`src/rtl/mips_pkg.sv`:
```
// Shared MIPS definitions: funct codes for the HI/LO instructions and the
// multiply/divide sequencer state encoding.
package mips_pkg;

   localparam logic [5:0] FUNCT_MULTU = 6'b011001;
   localparam logic [5:0] FUNCT_DIVU  = 6'b011011;
   localparam logic [5:0] FUNCT_MFHI  = 6'b010000;
   localparam logic [5:0] FUNCT_MFLO  = 6'b010010;

   typedef enum logic [1:0] {
      IDLE = 2'd0,
      MUL  = 2'd1,
      DIV  = 2'd2,
      FIN  = 2'd3
   } md_state_e;

endpackage

```
`src/rtl/muldiv_step.sv`:
```
// One iteration of the multi-cycle datapath. This is purely combinational.
// In multiply mode it performs one shift-add step on {hi,lo}, where lo holds
// the remaining multiplier bits. In divide mode it performs one restoring-divide
// step, where hi is the partial remainder and lo is the quotient under construction.
module muldiv_step #(
   parameter int WIDTH = 32
) (
   input  logic             i_op_div,
   input  logic [WIDTH-1:0] i_hi,
   input  logic [WIDTH-1:0] i_lo,
   input  logic [WIDTH-1:0] i_b,
   output logic [WIDTH-1:0] o_hi,
   output logic [WIDTH-1:0] o_lo
);

   logic [WIDTH:0]   w_sum;    // multiply: hi + (lo[0] ? b : 0), carry kept
   logic [WIDTH:0]   w_rsh;    // divide: remainder after shifting in next dividend bit
   logic [WIDTH:0]   w_trial;  // divide: trial subtraction, sign in the top bit
   logic             w_take;   // divide: trial subtraction is non-negative
   logic [WIDTH-1:0] w_mul_hi;
   logic [WIDTH-1:0] w_mul_lo;
   logic [WIDTH-1:0] w_div_hi;
   logic [WIDTH-1:0] w_div_lo;

   assign w_sum    = {1'b0, i_hi} + (i_lo[0] ? {1'b0, i_b} : '0);
   assign w_mul_hi = w_sum[WIDTH:1];
   assign w_mul_lo = {w_sum[0], i_lo[WIDTH-1:1]};

   assign w_rsh    = {i_hi, i_lo[WIDTH-1]};
   assign w_trial  = w_rsh - {1'b0, i_b};
   // A set top bit in the shifted remainder guarantees it is >= b.
   assign w_take   = w_rsh[WIDTH] | ~w_trial[WIDTH];
   assign w_div_hi = w_take ? w_trial[WIDTH-1:0] : w_rsh[WIDTH-1:0];
   assign w_div_lo = {i_lo[WIDTH-2:0], w_take};

   assign o_hi = i_op_div ? w_div_hi : w_mul_hi;
   assign o_lo = i_op_div ? w_div_lo : w_mul_lo;

endmodule

```
`src/rtl/muldiv_sequencer.sv`:
```
// Multi-cycle unsigned multiply/divide controller. It owns the architectural HI/LO registers.
// Each operation iterates one bit per cycle through muldiv_step.
// The processor is stalled when it reads HI/LO while an operation is still in flight.
module muldiv_sequencer
   import mips_pkg::*;
#(
   parameter int WIDTH = 32
) (
   input  logic             clk,
   input  logic             reset_n,
   input  logic             start,
   input  logic             op_div,
   input  logic [WIDTH-1:0] a,
   input  logic [WIDTH-1:0] b,
   input  logic             rd_req,
   input  logic             rd_hi,
   output logic [WIDTH-1:0] rd_data,
   output logic             stall,
   output logic             busy,
   output logic             done
);

   localparam int            CW   = $clog2(WIDTH);
   localparam logic [CW-1:0] LAST = CW'(WIDTH - 1);

   md_state_e        r_state;
   md_state_e        w_state_next;
   logic [CW-1:0]    r_count;
   logic [WIDTH-1:0] r_hi;      // architectural HI
   logic [WIDTH-1:0] r_lo;      // architectural LO
   logic [WIDTH-1:0] r_phi;     // working upper half (product high / remainder)
   logic [WIDTH-1:0] r_plo;     // working lower half (multiplier / quotient)
   logic [WIDTH-1:0] r_b;       // latched operand b
   logic [WIDTH-1:0] w_step_hi;
   logic [WIDTH-1:0] w_step_lo;
   logic             w_last;

   assign w_last = (r_count == LAST);

   muldiv_step #(.WIDTH(WIDTH)) u_step (
      .i_op_div (r_state == DIV),
      .i_hi     (r_phi),
      .i_lo     (r_plo),
      .i_b      (r_b),
      .o_hi     (w_step_hi),
      .o_lo     (w_step_lo)
   );

   // State register.
   // NOTE: every clocked assignment is non-blocking so all registers update from pre-edge values.
   always_ff @(posedge clk or negedge reset_n) begin
      if (!reset_n) r_state <= IDLE;
      else          r_state <= w_state_next;
   end

   // Next-state logic. Divide by zero skips iteration and finishes on the next edge.
   // NOTE: the default assignment first keeps every path assigned, so no latch is inferred.
   always_comb begin
      w_state_next = r_state;
      unique case (r_state)
         IDLE: begin
            if (start) begin
               if (!op_div)        w_state_next = MUL;
               else if (b == '0)   w_state_next = FIN;
               else                w_state_next = DIV;
            end
         end
         MUL, DIV: if (w_last) w_state_next = FIN;
         FIN:      w_state_next = IDLE;
         default:  w_state_next = IDLE;
      endcase
   end

   // Operand capture, iteration, and HI/LO commit on the edge that enters FIN.
   always_ff @(posedge clk or negedge reset_n) begin
      if (!reset_n) begin
         r_count <= '0;
         r_hi    <= '0;
         r_lo    <= '0;
         r_phi   <= '0;
         r_plo   <= '0;
         r_b     <= '0;
      end else begin
         unique case (r_state)
            IDLE: begin
               if (start) begin
                  r_count <= '0;
                  r_phi   <= '0;
                  r_plo   <= a;
                  r_b     <= b;
                  if (op_div && (b == '0)) begin
                     r_hi <= a;
                     r_lo <= '1;
                  end
               end
            end
            MUL, DIV: begin
               r_phi <= w_step_hi;
               r_plo <= w_step_lo;
               if (w_last) begin
                  r_hi <= w_step_hi;
                  r_lo <= w_step_lo;
               end else begin
                  r_count <= r_count + CW'(1);
               end
            end
            default: ;
         endcase
      end
   end

   assign busy    = (r_state == MUL) || (r_state == DIV);
   assign done    = (r_state == FIN);
   assign stall   = rd_req & busy;
   assign rd_data = rd_hi ? r_hi : r_lo;

endmodule

```
`config.mk`:
```
export PLATFORM = sky130hd
export DESIGN_NAME = muldiv_sequencer
export DESIGN_NICKNAME = d
export VERILOG_FILES = /design/src/rtl/mips_pkg.sv /design/src/rtl/muldiv_step.sv /design/src/rtl/muldiv_sequencer.sv
export SDC_FILE = /design/constraint.sdc
export NUM_CORES = 1
export LEC_CHECK = 0
export ABC_AREA = 1
export CORE_ASPECT_RATIO = 1.5
export CORE_UTILIZATION = 25
export DETAILED_ROUTE_END_ITERATION = 10
export GPL_TIMING_DRIVEN = 1
export PLACE_DENSITY = 0.45
export REMOVE_ABC_BUFFERS = 1
export SLEW_MARGIN = 30
export SYNTH_ARGS = -nofsm -noshare
export SYNTH_HDL_FRONTEND = slang
export SYNTH_SLANG_ARGS = --single-unit
```
`constraint.sdc`:
```
create_clock -name clk -period 7.4 [get_ports clk]
set_input_delay 1.48 -clock clk [delete_from_list [all_inputs] [get_ports clk]]
set_output_delay 1.48 -clock clk [all_outputs]
set_load 0.01 [all_outputs]
```
# Word-level counts from Yosys, hierarchy flattened
# Cells that the tools add are included.
# totals
regBits	167
inputBits	70
elab_cells	57
# classes
n_reduce_logical	11
addsub	3
n_eq_ne	8
bitwise_logic	3
n_mux	25
# ops
cell	n
$mux W32	13
$pmux W32 S2	4
$add A32 B33 Y33	1
$sub A33 B32 Y33	1
$logic_not A32 Y1	1
$mux W5	2
$pmux W5 S2	1
$ne A2 B2 Y1 const B	4
$mux W2	3
$pmux W2 S3	1
$reduce_and A2 Y1	3
$add A5 B1 Y5 const B	1
$eq A5 B5 Y1 const B	1
$eq A2 B2 Y1 const B	2
$reduce_and A4 Y1	1
$reduce_and A3 Y1	1
$eq A2 B1 Y1 const B	1
$logic_not A2 Y1	1
$reduce_bool A2 Y1	1
$reduce_or A2 Y1	1
$and A1 B1 Y1	1
$logic_and A1 B1 Y1	1
$logic_or A1 B1 Y1	1
$mux W1	1
other kinds (2)	2

# Logic depth before layout (Yosys ltp)
# Gate-level depths: netlist of the first run.
# depth
word_depth	7
ltp_mapped	19
mapped_depth_nobuf	18

# Hierarchy
# A second synthesis of the first run with hierarchy kept.
# hier_totals
hier_cells	2254
hier_area_um2	14278.7
# by_module_without_submodules
mod	n_inst	area_each_um2	cells_per_inst
muldiv_sequencer	1	7970.1	917
muldiv_step	1	6308.6	1337

# Least setup slack after synthesis of the first run
# No wires, ideal clock.
# synth_path
path_type	input to output
from	in rd_hi
to	out rd_data[0]
stages	4
slack_ns	3.731
arrival_time_ns	2.189
t_required_ns	5.920
n_path_buf	2
cell_sequence	clkbuf_1 clkbuf_1 nand2_1 o21ai_0
# synth_between
elab_chain_len	1
# synth_rtl
item	line_no	source
from (decl)	muldiv_sequencer.sv:16	input logic rd_hi,
$mux W32	muldiv_sequencer.sv:115	assign rd_data = rd_hi ? r_hi : r_lo;
to (decl)	muldiv_sequencer.sv:17	output logic [WIDTH-1:0] rd_data,
# Every way passes these cells.

# Worst setup path in the final report of the first run
# layout_path
from	in rd_hi
to	out rd_data[13]
# Same word-level chain as after synthesis.

==> results, run 1 <==
- The flow ran to the end, and the final reports show no timing, DRC or antenna violations.
- The worst setup path category is input pin to primary output.
- The final weighted congestion of routability-driven global placement is 0.898.
- Yosys attributes the largest share of cell area to sky130_fd_sc_hd__dfrtp_1 (31%), sky130_fd_sc_hd__nand2_1 (21%), sky130_fd_sc_hd__inv_1 (9.3%).
- During I/O placement, the number of pins put on the boundary was about 110.
- The overall power of the completed layout is around 8.6 mW.
- The number of global-route vias before repair is 13.3k.
- For the worst-skew pair, the clock arrives at the later sink with an insertion delay of 0.46 ns.
- The area of the placeable core is roughly 53,000 sq um.
- The post-synthesis cell type with the largest combined area is sky130_fd_sc_hd__dfrtp_1.
- The total of endpoints with negative setup slack in the final report is 0.
- For this run the aggregate overflow at the end of global routing stands at 0.
- The die boundary height is ~290 um.
- Ranked by instance count, the synthesized netlist is headed by sky130_fd_sc_hd__nand2_1 (752), sky130_fd_sc_hd__inv_1 (332), sky130_fd_sc_hd__nor2_1 (180), sky130_fd_sc_hd__dfrtp_1 (167), sky130_fd_sc_hd__o21ai_0 (159).
- The launching point of the worst reg2reg path is r_plo[31].
- In this run the worst setup path begins at rd_hi.
- Counting flops and latches in the post-synthesis netlist gives about 170.
- In the final timing run, aggregate negative setup slack is 0 ns.
- The maximum level of the CTS H-tree is 4.
- In the routed layout, each cell is associated on average with a via count of between 4 and 5.
- After clock tree synthesis, the clock-pin slew on the worst setup and hold paths is 0.09 ns.
- The clock skew after layout is between 0.015 and 0.02 ns.
- The wire length after detailed routing is between 40 and 50 mm.
- For this design, the slowest cell found on the critical path is sky130_fd_sc_hd__clkdlybuf4s50_1.
- The pin count of the biggest net entering global routing is 67.
- The type of element capturing the critical path is a primary output.
- The routed design could run at a clock period as short as 4.22 ns.
- The CTS tree is done.
- Data on the critical path is required at its endpoint by around 6 ns.
- On the worst path, the slowest cell contributes a delay of 0.56 ns.
- The total leakage power is around 8.5 nW.
- The count of hold-fix buffers inserted at cts is 0.
- In the global route stage, overall resource usage came out at 0.183.
- The critical path goes through buf_4, nand2_1, o21ai_0, clkdlybuf4s50_1.
- The first global-routing pass estimated approximately 76 mm of wire.
- The count of instances resized after the clock tree is built is 0.
- The number of instances in the synthesized netlist is between 2k and 2.5k.
- The number of buffers created by CTS is 17.
- The initial antenna violation count was 0.
- The floorplan die area is about 54,000 sq um.
- The kind of start point of the critical path is an input pin.
- The kind of cell with the highest combined delay on the critical path is buffers and inverters.
- STA puts the critical path data arrival time at around 2.7 ns.
- The floorplan has 103 rows.
- The hold violation count in the final report is 0.
- The final cell utilization of the core is 0.297.
- The count of nets after finishing is around 2.3k.
- The largest fanout on the critical path is 64.
- Counting both buffers and inverters, the worst setup path holds a total of 2.
- Clock tree synthesis selected as its root buffer the cell sky130_fd_sc_hd__clkbuf_16.
- For this run, the number of Yosys warnings is 0.
- For this run, the leading register cell type out of synthesis is sky130_fd_sc_hd__dfrtp_1.
- For this run, the top clock speed supported by timing is 237 MHz.
- The vias after detailed routing is approximately 13k.
- The remaining antenna violation count is 0.
- The number of flops mapped to enable cells by yosys is 0.
- The share of synthesized area in the top cell type comes to 0.313.
- The first-iteration detailed-routing DRC count is 753.
- The fraction of the cycle the final worst path needs is 0.570.
- The finished cells cover between 15,000 and 20,000 sq um.
- The largest buffer count on any clock path is 2.
- Once placement completed, the tool counted placed cells totaling approximately 2.8k.
- The power density over cell area is 550 nW/um^2.
- The share of layout cells above drive strength 1 is 0.0579.
- In this run the post-CTS setup repair buffer count came out at 0.
- For this run, design rule violations remaining after detail routing come to 0.
- Setup repair after global routing left no endpoint under its margin.
- The post-synthesis to final-layout area growth is 17.0%.
- The antenna diode count is 0.
- The die is 191 um wide.
- The number of unique standard cell types used by synthesis is 47.
- The cell with the most instances after synthesis is sky130_fd_sc_hd__nand2_1.
- Counting flops with an async set or reset pin after synthesis yields a share of 1.00.
- The instance area at placement is 15,000 sq um.
- The normalized max-slew margin is 0.383.
- The share of the Yosys chip area taken by registers is 0.313.
- The HPWL after detailed placement is 38.2 mm.
- The pin slew with the least headroom to its limit is 0.923 ns.
- The startpoint of the worst hold path is r_hi[5].
- The number of maximum-capacitance violations is 0.
- The maximum ir drop on the vdd rail is just under 0.0004 V.
- The number of buffer cells added on primary ports is around 100.
- For this configuration, the core starts out at a cell density of 0.254.
- The average instance area after synthesis is 6.31 sq um.
- The count of TritonRoute iterations in the first routing pass is 5.
- After detailed routing, the average wire length per cell comes to between 15 and 20 um.
- The clock net sink count is 167.
- The type of the tightest min-delay check is flop to flop.
- The netlist area before placement is between 10,000 and 15,000 sq um.
- The number of max-slew violations in the final report came to 0.
- The finished layout holds 2,877 standard cells, fillers aside.
worst reg2reg max path: cells and delay by family (launching register included):
kind | cells | cell delay [ns]
and+or+nand+nor | 13 | 2.26
DFF | 1 | 0.38
adders and majority gates | 2 | 0.49
buffers and inverters | 2 | 0.21
power breakdown:
| part | switching (mW) | leakage (nW) | internal, mW |
|---|---|---|---|
| clock | 0.473 | 0.285 | 0.461 |
| sequential | 0.349 | 2.07 | 1.39 |
| combinational | 4.02 | 6.12 | 1.89 |
per-stage QoR:
| stage | hold WS [ns] | setup WS, ns |
|---|---|---|
| after global placement | 0.471 | 2.86 |
| after global routing | 0.506 | 3.02 |
| after floorplan | 0.449 | 2.35 |
| after CTS | 0.489 | 2.83 |
| final | 0.485 | 3.18 |
| after detailed placement | 0.466 | 2.83 |
layout by cell type, fill, tap and decap left out, types with 3 or more instances in the layout:
cell,instances
sky130_fd_sc_hd__nand4_1,33
sky130_fd_sc_hd__o22ai_1,10
sky130_fd_sc_hd__clkinv_8,3
sky130_fd_sc_hd__nor2_2,5
sky130_fd_sc_hd__inv_1,331
sky130_fd_sc_hd__o21ai_1,23
sky130_fd_sc_hd__nand3b_1,8
sky130_fd_sc_hd__a21oi_1,86
sky130_fd_sc_hd__clkinv_4,3
sky130_fd_sc_hd__nand2_2,31
sky130_fd_sc_hd__o211ai_1,15
sky130_fd_sc_hd__buf_4,13
sky130_fd_sc_hd__nor3_1,12
sky130_fd_sc_hd__nor4_1,3
sky130_fd_sc_hd__xor2_1,14
sky130_fd_sc_hd__nand3_2,26
sky130_fd_sc_hd__xnor2_1,3
sky130_fd_sc_hd__inv_8,5
sky130_fd_sc_hd__a22o_1,10
sky130_fd_sc_hd__a21oi_2,3
sky130_fd_sc_hd__nor2_1,179
sky130_fd_sc_hd__clkdlybuf4s50_1,102
sky130_fd_sc_hd__clkbuf_16,17
sky130_fd_sc_hd__or2_2,4
sky130_fd_sc_hd__o21ai_0,159
sky130_fd_sc_hd__ha_1,68
sky130_fd_sc_hd__dfrtp_1,167
sky130_fd_sc_hd__inv_2,3
sky130_fd_sc_hd__o21bai_1,7
sky130_fd_sc_hd__nand2_1,751
sky130_fd_sc_hd__nand3_1,71
routing by layer:
metal  part of all wire  GRT usage  up-vias
met5                  0          0        -
met4              0.031     0.0720        0
met3              0.029     0.0167       60
met2               0.52      0.337      234
met1               0.42      0.215     6102
li1                   -          -     6781
kinds of logic after synthesis:
family          share of synthesized area
fa+ha+maj                          0.0685
flops                               0.313
xor+xnor                           0.0111
buf+inv                             0.119
compound gates                      0.131
simple gates                        0.358
sequential cells by signal, summed over array words and instances, names as in the netlist:
name / flops
r_lo: 32
r_hi: 32
r_state: 2
r_b: 32
r_count: 5
r_phi: 32
r_plo: 32
layout make-up:
| cell class | count | area (sq um) |
|---|---|---|
| Clock buffer | 18 | 439 |
| Clock inverter | 14 | 155 |
| Fill cell | 5886 | 37100 |
| Inverter | 336 | 1260 |
| Multi-Input combinational cell | 1544 | 7610 |
| Sequential cell | 167 | 4180 |
| Tap cell | 682 | 853 |
| Timing Repair Buffer | 116 | 1130 |
path summary, 6_finish.rpt:
path	slack [ns]	end	depth (start not counted)
min reg2reg	0.49	r_hi[5]	2
max in group asynchronous	5.16	r_plo[28]	2
max	3.18	rd_data[13]	4
min in group asynchronous	0.98	r_b[10]	1
min	0.49	r_hi[5]	2
max reg2reg	4.02	r_hi[26]	17
Note: power is estimated with default switching activity, not from simulation.
==> run 2, diff against run 1 <==
- PLACE_DENSITY: 0.45 -> 0.46
- clock period: 7.4 -> 3.35 ns (I/O delays scaled with it)
==> results, run 2 (synthesized netlist as in run 1, its figures left out) <==
- For this design, the CTS-stage hold fixing added 0 buffers.
- The critical path contains buffers and inverters numbering 3 combined.
- Walking the worst path, the cells encountered are ha_1, nand2_1, nand2_1, inv_1, nand2_1, nand2_1, nand2_1, a21oi_1, nand3_2, nand2_2, inv_4, buf_12, nand2_1, nand4_1, nand2_1, nand2_1.
- Across the VDD grid, the largest voltage drop is ~0.00063 V.
- In this run the remaining antenna-violating nets after routing total 0.
- The type of element capturing the critical path is a flop.
- Gates resized during post-CTS repair numbered 0.
- The flow ran to the end, and the final reports show no timing, DRC or antenna violations.
- The post-synthesis to final-layout area growth is 19.2%.
- The clock net sink count is ~170.
- The tool flagged a number of max-cap violations equal to 0.
- After clock tree synthesis, the setup repair step added 0 buffers.
- The final cell utilization of the core is 0.302.
- The final worst setup slack is approximately 0.34 ns.
- The starting utilization of the core area is 0.254.
- The HPWL after detailed placement is slightly below 40 mm.
- The first global-routing pass estimated 76.8 mm of wire.
- The cell chosen for the clock root is sky130_fd_sc_hd__clkbuf_16.
- The largest single stage delay on the critical path is between 0.4 and 0.5 ns.
- Summed over all cells, the static leakage comes to 8.64 nW.
- The number of buffers created by CTS is 17.
- The slowest stage of the critical path belongs to the cell sky130_fd_sc_hd__dfrtp_1.
- The initial antenna violation count is 0.
- Routability-driven placement finished with a final weighted congestion of about 0.96.
- The count of pins on the block boundary is between 100 and 150.
- After detailed routing, the average wire length per cell comes to between 15 and 20 um.
- Before CTS, the worst setup slack after placement is 0.181 ns.
- The CTS tree is done.
- The total routing usage reported by global routing is 0.185.
- Of the available clock period, the critical path in the final layout requires 0.899.
- The startpoint identified for the worst register-to-register timing path is r_phi[18].
- The total of endpoints with negative setup slack in the final report is 0.
- The worst setup path is launched from a flop.
- The fill cell instance count of the final layout is roughly 5.8k.
- Setup repair after global routing left no endpoint under its margin.
- The most common library cell in the layout ignoring fill and taps is sky130_fd_sc_hd__nand2_1.
- After detailed routing, the number of remaining DRC violations is 0.
- Across all register-to-register paths, the minimum setup slack is roughly 0.34 ns.
- For the pin with the worst max-slew slack, the measured transition is between 0.7 and 0.8 ns.
- The final layout contains routed wiring with a total length of 49.2 mm.
- The number of max-slew violations in the final report is 0.
- The final layout contains between 2k and 2.5k nets.
- Global routing finished with a remaining overflow of 0.
- The kind of cell with the highest combined delay on the critical path is simple AND/OR/NAND/NOR gates.
- The core region is 52,700 sq um.
- Detailed routing inserted a total of roughly 13k vias.
- The startpoint of the worst setup timing path is r_phi[18].
- Input and output buffers added on the ports amount to around 100.
- Summing all flip-flop and latch instances after layout gives between 4000 and 5000 sq um.
- Headroom to the max-slew limit came out at 0.527.
- For this run, the top clock speed supported by timing is between 300 and 400 MHz.
- After detailed routing, the number of vias per cell comes to approximately 4.6.
- For this run, the detailed router's first-pass iteration total came to 5.
- The H-tree generated during clock tree synthesis spans 4 levels.
- The worst setup path category is flop to flop.
- STA puts the critical path data required time at 3.70 ns.
- Clock-pin slew was measured on the worst setup and hold paths at approximately 0.080 ns.
- In the layout the commonest cells are sky130_fd_sc_hd__nand2_1 (751), sky130_fd_sc_hd__inv_1 (331), sky130_fd_sc_hd__nor2_1 (179).
- The floorplan has between 100 and 150 rows.
- The hold violation count in the final report is 0.
- The clock skew after layout is roughly 0.019 ns.
- The largest fanout on the critical path is 30.
- The share of layout cells above drive strength 1 is 0.0698.
- The largest buffer count on any clock path is 2.
- Entering global routing, the biggest net connects ~80 pins.
- The final critical delay including setup and external delays is between 3 and 4 ns.
- The power density over cell area is approximately 1200 nW/um^2.
- The number of antenna diodes in the final layout is 0.
- The die covers between 50,000 and 60,000 sq um.
- The area used by multi-input combinational logic is around 7600 sq um.
- The cell seen most often among critical-path stages is sky130_fd_sc_hd__nand2_1.
- The arrival time at the worst endpoint is between 3 and 4 ns.
- The first routing iteration left approximately 800 violations.
- The type of the tightest min-delay check is input pin to asynchronous set/reset pin.
- The die boundary height is 285 um.
- The width of the die is between 150 and 200 um.
- The clock latency reported for the late side of the worst-skew pair is 0.46 ns.
- The number of global-route vias before repair came to between 10k and 15k.
-- run 2: cell type report --
type | instances | area share
Timing Repair Buffer | 143 | 0.0905
Sequential cell | 167 | 0.262
Multi-Input combinational cell | 1544 | 0.477
Clock buffer | 18 | 0.0276
Tap cell | 682 | 0.0535
Inverter | 336 | 0.0793
Clock inverter | 14 | 0.00934
-- run 2: through the flow --
stage,power (mW),setup TNS [ns],hold WS [ns],cells,instance area (sq um)
final,19.4,0,0.0326,2904,15900
after global routing,21.4,0,0.0264,2904,15900
after CTS,19.7,0,0.0177,2904,15900
after detailed placement,17.5,0,0.465,2872,15300
after global placement,17.4,0,0.465,2872,15300
after floorplan,12.5,-95.67,0.374,2047,13000
-- run 2: worst register-to-register path, stage by stage (launching register included) --
cell and delay, ns:
sky130_fd_sc_hd__dfrtp_1 0.44, sky130_fd_sc_hd__ha_1 0.40, sky130_fd_sc_hd__nand2_1 0.11, sky130_fd_sc_hd__nand2_1 0.08, sky130_fd_sc_hd__inv_1 0.06, sky130_fd_sc_hd__nand2_1 0.09
sky130_fd_sc_hd__nand2_1 0.10, sky130_fd_sc_hd__nand2_1 0.07, sky130_fd_sc_hd__a21oi_1 0.37, sky130_fd_sc_hd__nand3_2 0.27, sky130_fd_sc_hd__nand2_2 0.19, sky130_fd_sc_hd__inv_4 0.05
sky130_fd_sc_hd__buf_12 0.17, sky130_fd_sc_hd__nand2_1 0.14, sky130_fd_sc_hd__nand4_1 0.19, sky130_fd_sc_hd__nand2_1 0.12, sky130_fd_sc_hd__nand2_1 0.05
-- run 2: path summary, 6_finish.rpt --
check	depth (start not counted)	endpoint
min	1	r_b[18]
max reg2reg	16	r_hi[21]
min reg2reg	2	r_hi[3]
max in group asynchronous	2	r_plo[30]
max	16	r_hi[21]
min in group clk	2	r_hi[3]
-- run 2: power breakdown --
group | leakage [nW] | internal, mW | switching (mW)
logic | 6.29 | 4.51 | 8.95
registers | 2.06 | 3.07 | 0.760
clock network | 0.287 | 1.02 | 1.05
total | 8.64 | 8.61 | 10.8
-- run 2: metal layers --
| layer | track usage | part of all wire | up-vias | routed length [um] |
|---|---|---|---|---|
| met3 | 0.0155 | 0.027 | 86 | 1310 |
| met1 | 0.217 | 0.42 | 6143 | 20500 |
| met4 | 0.0794 | 0.038 | 0 | 1850 |
| met5 | 0 | 0 | - | 0 |
| li1 | - | - | 6818 | - |
| met2 | 0.339 | 0.52 | 264 | 25500 |
==> run 3, diff against run 2 <==
- ABC_AREA: 1 -> 0
- HOLD_SLACK_MARGIN: unset -> 0.12
==> results, run 3 <==
- The post-synthesis to final-layout area growth is 33.7%.
- The number of global-route vias before repair is approximately 12k.
- The run finished with clean final reports.
- Entering global routing, the biggest net connects between 90 and 100 pins.
- The total routing usage reported by global routing is 0.188.
- The post-synthesis share of cell area spent on and, or, nand and nor gates is 0.169.
- Among all cell types in the netlist, the one instantiated most often is sky130_fd_sc_hd__dfrtp_1.
- The starting utilization of the core area is 0.253.
- At the pin with the least slew margin, the transition time is 0.827 ns.
- In the final design database the tool counted roughly 1.8k nets.
- STA classifies the critical path endpoint as a flop.
- The post-detailed-route wirelength per cell is between 20 and 25 um.
- Pin placement for this block handled 105 I/O pins.
- The hold violation count in the final report is 0.
- For this run, design rule violations remaining after detail routing come to 0.
- The vias after detailed routing is 11.3k.
- The parity-gate share of the synthesized area counting xor and xnor cells is 0.0386.
- The count of state elements after synthesis is between 150 and 200.
- Clock tree synthesis inserted a total of 17 buffers.
- Ranked by total cell area, the synthesized netlist is headed by sky130_fd_sc_hd__dfrtp_1 (35%), sky130_fd_sc_hd__ha_1 (7.3%), sky130_fd_sc_hd__mux2_2 (6.2%).
- In this run the horizontal extent of the chip is around 180 um.
- The total area of sequential cells is 4180 sq um.
- The root buffer cell chosen for the clock tree is sky130_fd_sc_hd__clkbuf_16.
- The via count normalized by instance count is between 5 and 6.
- The fill cell instance count of the final layout is 4,976.
- For this run the aggregate overflow at the end of global routing stands at 0.
- The fraction of the cycle the final worst path needs is 0.982.
- The required time of the critical path is approximately 3.7 ns.
- Of the total synthesized cell area, the portion taken by full adders, half adders and majority gates is 0.0761.
- Of all flip-flops after synthesis, the portion carrying an async set or reset was 1.00.
- The wire length after detailed routing is between 40 and 50 mm.
- The clock latency reported for the late side of the worst-skew pair is 0.46 ns.
- The maximum level of the CTS H-tree is 4.
- Of all nets on the critical path, the largest fanout is 7.
- The library cell used most frequently in the layout, excluding fill and tap cells, is sky130_fd_sc_hd__buf_4.
- After synthesis, the largest family of logic cells by area is compound AO/OA/AOI/OAI gates.
- The critical path in this run is classified as flop to flop.
- By count the netlist is led by sky130_fd_sc_hd__dfrtp_1 (167), sky130_fd_sc_hd__nand2_1 (159), sky130_fd_sc_hd__o21ai_0 (123), sky130_fd_sc_hd__nor2_1 (113), sky130_fd_sc_hd__a21oi_1 (91).
- The share of synthesized area in the top cell type comes to 0.347.
- TritonCTS built the clock tree.
- On the final layout, the worst clock skew is between 0.02 and 0.025 ns.
- In this run the worst hold path is classified as input pin to asynchronous set/reset pin.
- For this run, the leading register cell type out of synthesis is sky130_fd_sc_hd__dfrtp_1.
- The fmax is 304 MHz.
- 0 antenna diodes ended up in the layout.
- The fraction of the mapped netlist area in compound gates was 0.228.
- For the final routed database, the setup TNS stands at 0 ns.
- After synthesis, the share of cell area in mux cells is 0.0981.
- The portion of the post-synthesis area used by sequential elements is 0.347.
- The number of warnings printed during yosys synthesis is 0.
- The detailed router finished its first iteration with between 600 and 700 violations.
- The floorplan die area is 49,000 sq um.
- In the layout the commonest cells are sky130_fd_sc_hd__buf_4 (190), sky130_fd_sc_hd__dfrtp_1 (164), sky130_fd_sc_hd__nand2_1 (156).
- Once detail routing completed, the nets flagged for antenna violations numbered 0.
- The normalized max-slew margin is 0.447.
- Counting flops with a built-in enable in the synthesized netlist gives 0.
- Setup repair after global routing could not meet its margin everywhere.
- The die is around 270 um tall.
- The area used by multi-input combinational logic is between 7000 and 8000 sq um.
- The largest buffer count on any clock path is 2.
- The first global-routing pass estimated 69.3 mm of wire.
- The tool flagged a number of max-cap violations equal to 0.
- The share of layout cells above drive strength 1 is 0.225.
- The average instance area after synthesis is 8.63 sq um.
- Data on the critical path arrives at its endpoint at between 3 and 4 ns.
- The kind of start point of the critical path is a flop.
- Yosys mapped the design onto 74 distinct sky130hd cell types.
- The number of buffer cells added on primary ports is between 100 and 150.
- Detailed placement ended at an HPWL of approximately 35 mm.
- Counting every sink on the clock net gives about 170.
- The number of hold buffers added after CTS was 0.
- The first detailed-routing pass took 5 iterations.
- Setup violations remaining at the end of the flow were counted as 0.
- The number of max-slew violations in the final report is 0.
- The area of the placeable core is 47,600 sq um.
- In this run the core area contains 98 standard-cell rows.
- The final weighted congestion of routability-driven global placement is approximately 0.91.
- The initial antenna violation count came to 0.
- The clock-pin transition on the worst setup and hold timing paths is around 0.070 ns.
- Synthesis produced about 1.4k cells.
- The netlist area before placement is 12,000 sq um.
- The post-synthesis cell type with the largest combined area is sky130_fd_sc_hd__dfrtp_1.
- The final critical delay including setup and external delays is about 3.3 ns.
run 3: changes by cell type in the layout (fill, tap and decap cells not counted), sizes merged, moves of 20 or more:
cell	delta
a21o	+38
a31oi	+52
and2	+39
buf	+167
inv	-291
mux2	+68
mux2i	+41
nand2	-622
nand3	-79
nor2	-71
o21a	+20
o21ai	-56
xnor2	+21
run 3: logic make-up after synthesis:
logic type | count (synthesis)
buffers and inverters | 131
adders and majority gates | 72
xor gates and xnor gates | 53
DFF | 167
and+or+nand+nor | 429
AOI/OAI and AO/OA | 433
muxes | 109
run 3: per-layer routing:
metal | GRT usage | vias to the layer above | wire length (um)
met3 | 0.0211 | 92 | 893
met5 | 0 | - | 0
li1 | - | 5510 | -
met4 | 0.116 | 0 | 2840
met2 | 0.360 | 205 | 25000
met1 | 0.191 | 5531 | 16900
run 3: cell type report:
cell class | count | area share
Tap cell | 600 | 0.0467
Sequential cell | 167 | 0.260
Inverter | 48 | 0.0112
Multi-Input combinational cell | 1096 | 0.473
Clock buffer | 19 | 0.0275
Timing Repair Buffer | 310 | 0.173
Clock inverter | 12 | 0.00879
run 3: repair_timing:
action / CTS / global route
setup buffers: 4 / 3
cloned: 1 / 0
resized for setup: 20 / 46
endpoints found under the setup margin: 17 / 53
pin swaps: 8 / 19
run 3: stage by stage:
| stage | utilization | hold slack, ns | cell area [sq um] | instances | setup slack (ns) |
|---|---|---|---|---|---|
| global placement | 0.319 | 0.486 | 15200 | 2213 | -0.173 |
| global route | 0.338 | 0.139 | 16100 | 2252 | -0.0509 |
| finish | 0.338 | 0.127 | 16100 | 2252 | 0.0595 |
| detailed placement | 0.319 | 0.487 | 15200 | 2213 | -0.185 |
| CTS | 0.334 | 0.129 | 15900 | 2249 | 0.00666 |
| floorplan | - | 0.374 | 11700 | 1311 | -3.07 |
run 3: worst max-delay path, stage by stage (launching register included):
cell and delay [ns]:
sky130_fd_sc_hd__dfrtp_1 0.34, sky130_fd_sc_hd__buf_4 0.12, sky130_fd_sc_hd__ha_4 0.14, sky130_fd_sc_hd__fa_2 0.23
sky130_fd_sc_hd__nor2b_2 0.06, sky130_fd_sc_hd__o31a_1 0.29, sky130_fd_sc_hd__or4_4 0.52, sky130_fd_sc_hd__nand2_4 0.10
sky130_fd_sc_hd__nor2_4 0.06, sky130_fd_sc_hd__o311ai_4 0.33, sky130_fd_sc_hd__nand2_4 0.14, sky130_fd_sc_hd__buf_4 0.16
sky130_fd_sc_hd__mux2i_2 0.29, sky130_fd_sc_hd__a21oi_1 0.19, sky130_fd_sc_hd__o22a_1 0.20
run 3: final timing paths:
path	end	depth (start not counted)	slack, ns	start
min in group clk	r_hi[17]	2	0.50	r_hi[17]
worst max-delay path	r_hi[12]	14	0.06	r_b[0]
max in group asynchronous	r_phi[6]	2	2.44	reset_n
worst min-delay path	r_plo[24]	1	0.13	reset_n
worst min register to register	r_hi[17]	2	0.50	r_hi[17]
worst max register to register	r_hi[12]	14	0.06	r_b[0]
Power of run 3 is left out: the tool's default activity adds up to more than one toggle a clock period on the data nets, which glitch-free logic cannot reach.
